==> config.mk <==
export PLATFORM = sky130hd
export DESIGN_NAME = multicycle_controller
export DESIGN_NICKNAME = d
export VERILOG_FILES = /design/src/rtl/multicycle_controller.sv
export SDC_FILE = /design/constraint.sdc
export NUM_CORES = 1
export LEC_CHECK = 0
export ABC_AREA = 1
export BUFFER_PORTS_ARGS = -buffer_cell sky130_fd_sc_hd__buf_2
export CORE_MARGIN = 3
export CORE_UTILIZATION = 38
export DETAILED_ROUTE_END_ITERATION = 12
export PLACE_DENSITY = 0.84
export SLEW_MARGIN = 25
export SYNTH_ARGS = -nofsm -noshare
export SYNTH_HDL_FRONTEND = slang
export SYNTH_SLANG_ARGS = --single-unit
==> constraint.sdc <==
create_clock -name clk -period 1.2 [get_ports clk]
set_input_delay 0.12 -clock clk [delete_from_list [all_inputs] [get_ports clk]]
set_output_delay 0.12 -clock clk [all_outputs]
set_load 0.02 [all_outputs]
==> src/rtl/multicycle_controller.sv <==
// Moore-FSM control unit for the multicycle RISC-V datapath.
// Optional MC_BNE_EN adds bne support in the branch state.
module multicycle_controller (
  input  logic       clk,
  input  logic       rst,
  input  logic [6:0] op,
  input  logic [2:0] funct3,
  input  logic       funct7b5,
  input  logic       Zero,
  output logic       PCWrite,
  output logic       AdrSrc,
  output logic       MemWrite,
  output logic       IRWrite,
  output logic [1:0] ResultSrc,
  output logic [1:0] ALUSrcA,
  output logic [1:0] ALUSrcB,
  output logic [2:0] ALUControl,
  output logic [1:0] ImmSrc,
  output logic       RegWrite,
  output logic [3:0] State
);

  localparam logic [6:0] OP_LW   = 7'b0000011;
  localparam logic [6:0] OP_SW   = 7'b0100011;
  localparam logic [6:0] OP_R    = 7'b0110011;
  localparam logic [6:0] OP_I    = 7'b0010011;
  localparam logic [6:0] OP_JAL  = 7'b1101111;
  localparam logic [6:0] OP_BRCH = 7'b1100011;

  typedef enum logic [3:0] {
    S_FETCH    = 4'd0,
    S_DECODE   = 4'd1,
    S_MEMADR   = 4'd2,
    S_MEMREAD  = 4'd3,
    S_MEMWB    = 4'd4,
    S_MEMWRITE = 4'd5,
    S_EXECR    = 4'd6,
    S_ALUWB    = 4'd7,
    S_EXECI    = 4'd8,
    S_JAL      = 4'd9,
    S_BEQ      = 4'd10
  } state_t;

  state_t     r_state;
  state_t     w_next;
  state_t     w_out_state;
  logic [1:0] w_alu_op;
  logic       w_pc_update;
  logic       w_branch;
  logic       w_take;
  logic       w_we_pc;
  logic       w_we_ir;
  logic       w_we_mem;
  logic       w_we_reg;

  always_ff @(posedge clk) begin
    if (rst) r_state <= S_FETCH;
    else     r_state <= w_next;
  end

  // Next-state logic
  always_comb begin
    w_next = S_FETCH;
    case (r_state)
      S_FETCH:  w_next = S_DECODE;
      S_DECODE: begin
        case (op)
          OP_LW, OP_SW: w_next = S_MEMADR;
          OP_R:         w_next = S_EXECR;
          OP_I:         w_next = S_EXECI;
          OP_JAL:       w_next = S_JAL;
          OP_BRCH:      w_next = S_BEQ;
          default:      w_next = S_FETCH;
        endcase
      end
      S_MEMADR:  w_next = (op == OP_LW) ? S_MEMREAD : S_MEMWRITE;
      S_MEMREAD: w_next = S_MEMWB;
      S_EXECR:   w_next = S_ALUWB;
      S_EXECI:   w_next = S_ALUWB;
      S_JAL:     w_next = S_ALUWB;
      default:   w_next = S_FETCH;
    endcase
  end

  // Reset shows FETCH decode with all write enables masked
  assign w_out_state = rst ? S_FETCH : r_state;

  // Moore outputs
  always_comb begin
    w_pc_update = 1'b0;
    w_branch    = 1'b0;
    w_we_ir     = 1'b0;
    w_we_mem    = 1'b0;
    w_we_reg    = 1'b0;
    AdrSrc      = 1'b0;
    ResultSrc   = 2'b00;
    ALUSrcA     = 2'b00;
    ALUSrcB     = 2'b00;
    w_alu_op    = 2'b00;
    case (w_out_state)
      S_FETCH: begin
        w_we_ir     = 1'b1;
        ALUSrcB     = 2'b10;
        ResultSrc   = 2'b10;
        w_pc_update = 1'b1;
      end
      S_DECODE: begin
        ALUSrcA = 2'b01;
        ALUSrcB = 2'b01;
      end
      S_MEMADR: begin
        ALUSrcA = 2'b10;
        ALUSrcB = 2'b01;
      end
      S_MEMREAD: AdrSrc = 1'b1;
      S_MEMWB: begin
        ResultSrc = 2'b01;
        w_we_reg  = 1'b1;
      end
      S_MEMWRITE: begin
        AdrSrc   = 1'b1;
        w_we_mem = 1'b1;
      end
      S_EXECR: begin
        ALUSrcA  = 2'b10;
        w_alu_op = 2'b10;
      end
      S_EXECI: begin
        ALUSrcA  = 2'b10;
        ALUSrcB  = 2'b01;
        w_alu_op = 2'b10;
      end
      S_ALUWB: w_we_reg = 1'b1;
      S_JAL: begin
        ALUSrcA     = 2'b01;
        ALUSrcB     = 2'b10;
        w_pc_update = 1'b1;
      end
      S_BEQ: begin
        ALUSrcA  = 2'b10;
        w_alu_op = 2'b01;
        w_branch = 1'b1;
      end
      default: ;
    endcase
  end

`ifdef MC_BNE_EN
  always_comb begin
    case (funct3)
      3'b000:  w_take = Zero;
      3'b001:  w_take = ~Zero;
      default: w_take = 1'b0;
    endcase
  end
`else
  assign w_take = Zero;
`endif

  assign w_we_pc  = w_pc_update | (w_branch & w_take);
  assign PCWrite  = w_we_pc  & ~rst;
  assign IRWrite  = w_we_ir  & ~rst;
  assign MemWrite = w_we_mem & ~rst;
  assign RegWrite = w_we_reg & ~rst;
  assign State    = r_state;

  // ALU decode
  always_comb begin
    ALUControl = 3'b000;
    case (w_alu_op)
      2'b01: ALUControl = 3'b001;
      2'b10: begin
        case (funct3)
          3'b000:  ALUControl = (op[5] & funct7b5) ? 3'b001 : 3'b000;
          3'b111:  ALUControl = 3'b010;
          3'b110:  ALUControl = 3'b011;
          default: ALUControl = 3'b000;
        endcase
      end
      default: ALUControl = 3'b000;
    endcase
  end

  // Immediate select depends only on the opcode
  always_comb begin
    case (op)
      OP_SW:   ImmSrc = 2'b01;
      OP_BRCH: ImmSrc = 2'b10;
      OP_JAL:  ImmSrc = 2'b11;
      default: ImmSrc = 2'b00;
    endcase
  end

endmodule

==> flow_metrics.env, run 1 <==
export IMPL_last_stage_reached="global routing"
export IMPL_io_pins=34
export IMPL_seq_area_frac_synth_pct=13.70
export IMPL_portBuffers=32
export IMPL_ys_warn_count=0
export IMPL_grt_max_degree=8
export IMPL_ys_ff_latch=4
export IMPL_synthesized_instance_count=110
export IMPL_clockBufferDepth=2
export IMPL_clock_sinks=4
export IMPL_stop_error="[ERROR DPL-0038] Utilization greater than 100%, impossible to legalize"
export IMPL_detailed_place_hpwl_um=1556
export IMPL_postGrtWorstEndpoint="ALUControl[0]"
export IMPL_syn_nets=126
export IMPL_core_rowCount=13
export IMPL_detailedPlace_worstSlack_ns=-0.3141
export IMPL_root_buffer="sky130_fd_sc_hd__clkbuf_4"
export IMPL_die_h_um=45.21
export IMPL_htree_levels=1
export IMPL_initial_core_util_pct=42.77
export IMPL_status="stopped before the end"
export IMPL_tritoncts_buffers=3
export IMPL_gp_congestion=0.8564
export IMPL_synth_area_um2=584.3
export IMPL_post_synthesis_mean_instance_area_um2=5.312
export IMPL_synth_cell_type_count=21
export IMPL_cts_hold_buffers_added=0
export IMPL_die_width_um=45.21
export IMPL_worst_endpoint_kind_after_the_last_repair="output port"
stage by stage:
step                TNS (ns)  instance area (um2)  cells  utilization (%)
floorplan            -0.4304                636.9    110                -
global placement     -0.4318                965.9    177            70.70
detailed placement   -0.5742                965.9    177            70.70
CTS                   -3.025                 1112    184            81.41
cells by family after synthesis:
| family | after synthesis | synth area share, % |
|---|---|---|
| buffers and inverters | 24 | 16.06 |
| and+or+nand+nor | 70 | 56.96 |
| adders and majority gates | 2 | 4.282 |
| DFF | 4 | 13.71 |
| other | 1 | 0.6418 |
| AOI/OAI and AO/OA | 9 | 8.350 |
Yosys cell counts, drive strengths merged:
library cell / count / area (um2)
buf: 1 / 7.510
ha: 2 / 25.02
o21ai: 3 / 15.01
o32ai: 1 / 8.760
nand2: 32 / 132.6
dfxtp: 4 / 80.08
a21oi: 5 / 25.02
nor3: 2 / 10.01
inv: 23 / 86.33
nor2: 23 / 106.4
conb: 1 / 3.750
nand4: 1 / 6.260
nand3: 12 / 77.58
timing repair:
action,CTS
setup buffers,4
setup endpoints to repair,13
cloned,0
pin swaps,7
gates resized for setup,31
hold endpoints to repair,0
==> run 2, diff against run 1 <==
--- a/config.mk
+++ b/config.mk
@@ -7,10 +7,10 @@
 export LEC_CHECK = 0
 export ABC_AREA = 1
 export BUFFER_PORTS_ARGS = -buffer_cell sky130_fd_sc_hd__buf_2
-export CORE_MARGIN = 3
-export CORE_UTILIZATION = 38
+export CORE_AREA = 3 3 64 66
 export DETAILED_ROUTE_END_ITERATION = 12
-export PLACE_DENSITY = 0.84
+export DIE_AREA = 0 0 67 69
+export PLACE_DENSITY_LB_ADDON = 0.15
 export SLEW_MARGIN = 25
 export SYNTH_ARGS = -nofsm -noshare
 export SYNTH_HDL_FRONTEND = slang
==> constraint.sdc (replaced) <==
create_clock -name clk -period 1.55 [get_ports clk]
set_input_delay 0.155 -clock clk [delete_from_list [all_inputs] [get_ports clk]]
set_output_delay 0.155 -clock clk [all_outputs]
set_load 0.02 [all_outputs]
==> flow_metrics.env, run 2 <==
export IMPL_timing_critical_path_arrival_ns=1.53
export IMPL_clk_pin_slew_worst_paths_ns=0.03
export IMPL_synth_top_cell_area_share_pct=18.63
export IMPL_htree_levels=1
export IMPL_grt_remaining_overflow=0
export IMPL_grtUsageMet1_pct=10.31
export IMPL_antenna_diode_count=0
export IMPL_gp_congestion=0.7437
export IMPL_cts_hold_buffers_added=0
export IMPL_core_rowCount=22
export IMPL_cp_end_kind="output pin"
export IMPL_clock_sinks=4
export IMPL_finalInstanceArea_um2=1117
export IMPL_syn_to_final_growth_pct=91.22
export IMPL_dr_total_vias=822
export IMPL_io_pins=34
export IMPL_synth_top_cells_by_area="sky130_fd_sc_hd__nand2_1 (19%), sky130_fd_sc_hd__dfxtp_1 (14%), sky130_fd_sc_hd__nor2_1 (12%)"
export IMPL_crit_path_top_delay_cell="sky130_fd_sc_hd__dfxtp_4"
export IMPL_detailedPlace_worstSlack_ns=0.03469
export IMPL_grt_setup_unrepaired="yes"
export IMPL_clockBufferDepth=2
export IMPL_final_critical_path_setup_slack_ns=-0.1338
export IMPL_failed_checks="setup timing"
export IMPL_synth_enable_flop_cells=0
export IMPL_max_freq_mhz=593.9
export IMPL_report_final_hold_viol_count=0
export IMPL_vias_in_the_first_global_route=747
export IMPL_die_width_um=67
export IMPL_dpl_cell_area_um2=918.4
export IMPL_p_per_area_nw_per_um2=487.0
export IMPL_clock_tree_from_tritoncts="done"
export IMPL_drt_wirelength_per_cell_um=9.085
export IMPL_core_region_area_um2=3633
export IMPL_cp_cell_sequence="inv_4 -> nand3_4 -> nor2_4 -> nor2_2 -> inv_1 -> ha_2 -> inv_2 -> nor2_2 -> nand2_1 -> a21oi_2 -> buf_4"
export IMPL_grt_max_degree=9
export IMPL_detail_route_antenna_nets=0
export IMPL_ys_warn_count=0
export IMPL_tritoncts_buffers=3
export IMPL_status="finished with violations"
export IMPL_ys_top_cells_by_count="sky130_fd_sc_hd__nand2_1 (29), sky130_fd_sc_hd__nor2_1 (19), sky130_fd_sc_hd__inv_1 (17), sky130_fd_sc_hd__nand3_1 (10), sky130_fd_sc_hd__inv_2 (6)"
export IMPL_die_h_um=69
export IMPL_post_route_cells_drive_above_1_share_pct=54.27
export IMPL_portBuffers=32
export IMPL_slowest_delay_ns=0.35
export IMPL_grt_util_met2_pct=14.52
export IMPL_initial_core_util_pct=16.08
export IMPL_largest_register_ffs=4
export IMPL_fin_skew_ns=0.002111
export IMPL_grt_pass1_wl_um=3098
export IMPL_yosysMostFrequentCell="sky130_fd_sc_hd__nand2_1"
export IMPL_initialDrtViolationCount=13
export IMPL_syn_nets=126
export IMPL_grt_total_usage_pct=8.236
export IMPL_antenna_found_initial=0
export IMPL_viasPerCell=3.877
export IMPL_wirelength_um=1926
export IMPL_final_max_slew_violation_count=0
export IMPL_finalCoreUtilization_pct=30.75
export IMPL_detailed_route_drc_error_count=0
export IMPL_period_needed_ns=1.684
export IMPL_full_die_area_um2=4623
export IMPL_ys_ff_latch=4
export IMPL_cpMostUsedCell="sky130_fd_sc_hd__nor2_2"
export IMPL_worstHoldPathType="input pin to flop"
export IMPL_setup_violations_final=4
export IMPL_fin_nets=182
export IMPL_synth_flop_cell="sky130_fd_sc_hd__dfxtp_1"
export IMPL_synth_area_um2=584.3
export IMPL_path_buf_inv=4
export IMPL_root_buffer="sky130_fd_sc_hd__clkbuf_8"
export IMPL_synth_async_reset_ratio_pct=0
export IMPL_placed_cell_count=204
export IMPL_finalCritPeriodShare_pct=108.6
export IMPL_stdcell_count=212
export IMPL_setup_worst_path_class="flop to output pin"
export IMPL_synth_cell_type_count=21
export IMPL_drt_pre_antenna_iters=4
export IMPL_timing_critical_path_max_delay_family="simple AND/OR/NAND/NOR gates"
export IMPL_globalRoute_busiestLayer="met2"
export IMPL_cap_violations=0
export IMPL_post_synthesis_mean_instance_area_um2=5.312
export IMPL_detailed_place_hpwl_um=1644
export IMPL_static_leakage_power_nw=0.6080
export IMPL_seq_area_frac_synth_pct=13.70
export IMPL_setup_worst_path_start_class="flop"
export IMPL_required_ns=1.39
export IMPL_vdd_ir_drop_max_mv=0.1569
export IMPL_synthesized_instance_count=110
export IMPL_mostFrequentLayoutCells="sky130_fd_sc_hd__buf_2 (29), sky130_fd_sc_hd__nand2_1 (27), sky130_fd_sc_hd__buf_4 (19)"
export IMPL_mostFrequentLayoutCell="sky130_fd_sc_hd__buf_2"
export IMPL_grt_met3_usage_pct=0.4886
export IMPL_yosys_area_top_type="sky130_fd_sc_hd__nand2_1"
export IMPL_cp_max_fo=3
export IMPL_insertion_delay_ns=0.22
==> run 2: cell counts after synthesis <==
No cell type changed its count.
==> run 2: repair_timing <==
item                                    4_1_cts  5_1_grt
endpoints found under the setup margin        5        6
resized for setup                            19       15
pin swaps                                     4        8
gates cloned                                  0        0
buffers inserted                              4        2
==> run 2: worst paths after layout <==
check                            from                  end  slack [ns]  cells after the start
setup / recovery  State[3]$_SDFF_PP0_        ALUControl[0]       -0.13                     11
hold / removal                  op[3]  State[0]$_SDFF_PP0_        0.33                      5
setup reg to reg  State[2]$_SDFF_PP0_  State[2]$_SDFF_PP0_        0.34                      9
hold reg to reg   State[0]$_SDFF_PP0_  State[0]$_SDFF_PP0_        0.72                      4
==> run 2: tightest hold or removal path, cell delays in order <==
cell and delay (ns):
sky130_fd_sc_hd__buf_2 0.09, sky130_fd_sc_hd__inv_1 0.06, sky130_fd_sc_hd__nor3_1 0.06, sky130_fd_sc_hd__nand3_1 0.08, sky130_fd_sc_hd__a21oi_1 0.06
==> run 2: logic make-up after synthesis <==
group | synth area share, %
and+or+nand+nor | 56.96
buffers and inverters | 16.06
AOI/OAI and AO/OA | 8.350
DFF | 13.71
adders and majority gates | 4.282
other | 0.6418
==> run 2: metrics by stage <==
step	hold slack, ns	setup TNS, ns	total power, mW
finish	0.3262	-0.4265	0.5441
global route	0.3950	-0.8024	0.5752
CTS	0.3334	-0.3948	0.5341
floorplan	0.3375	-0.06649	0.2176
global placement	0.5487	0	0.2961
detailed placement	0.5595	0	0.2962
==> run 2: routing by layer <==
metal | part of all wire [%] | routed length [um] | vias to the layer above
li1 | - | - | 444
met1 | 47 | 897 | 352
met2 | 47 | 907 | 24
met3 | 5.3 | 102 | 2
met4 | 0.93 | 18 | 0
met5 | 0 | 0 | -
==> run 2: area by class of cell <==
| type | count | area, um2 |
|---|---|---|
| fillers | 427 | 2516 |
| multi-input cells | 82 | 490.5 |
| repair buffers | 52 | 341.6 |
| inverters | 23 | 93.84 |
| flip-flops and latches | 4 | 90.09 |
| well taps | 48 | 60.06 |
| clock buffers | 3 | 41.29 |
==> run 2: power breakdown <==
group / switching, mW / internal, mW
Sequential: 0.00587 / 0.107
Clock: 0.0583 / 0.166
Combinational: 0.122 / 0.0852
(Power assumes the default switching activity.)
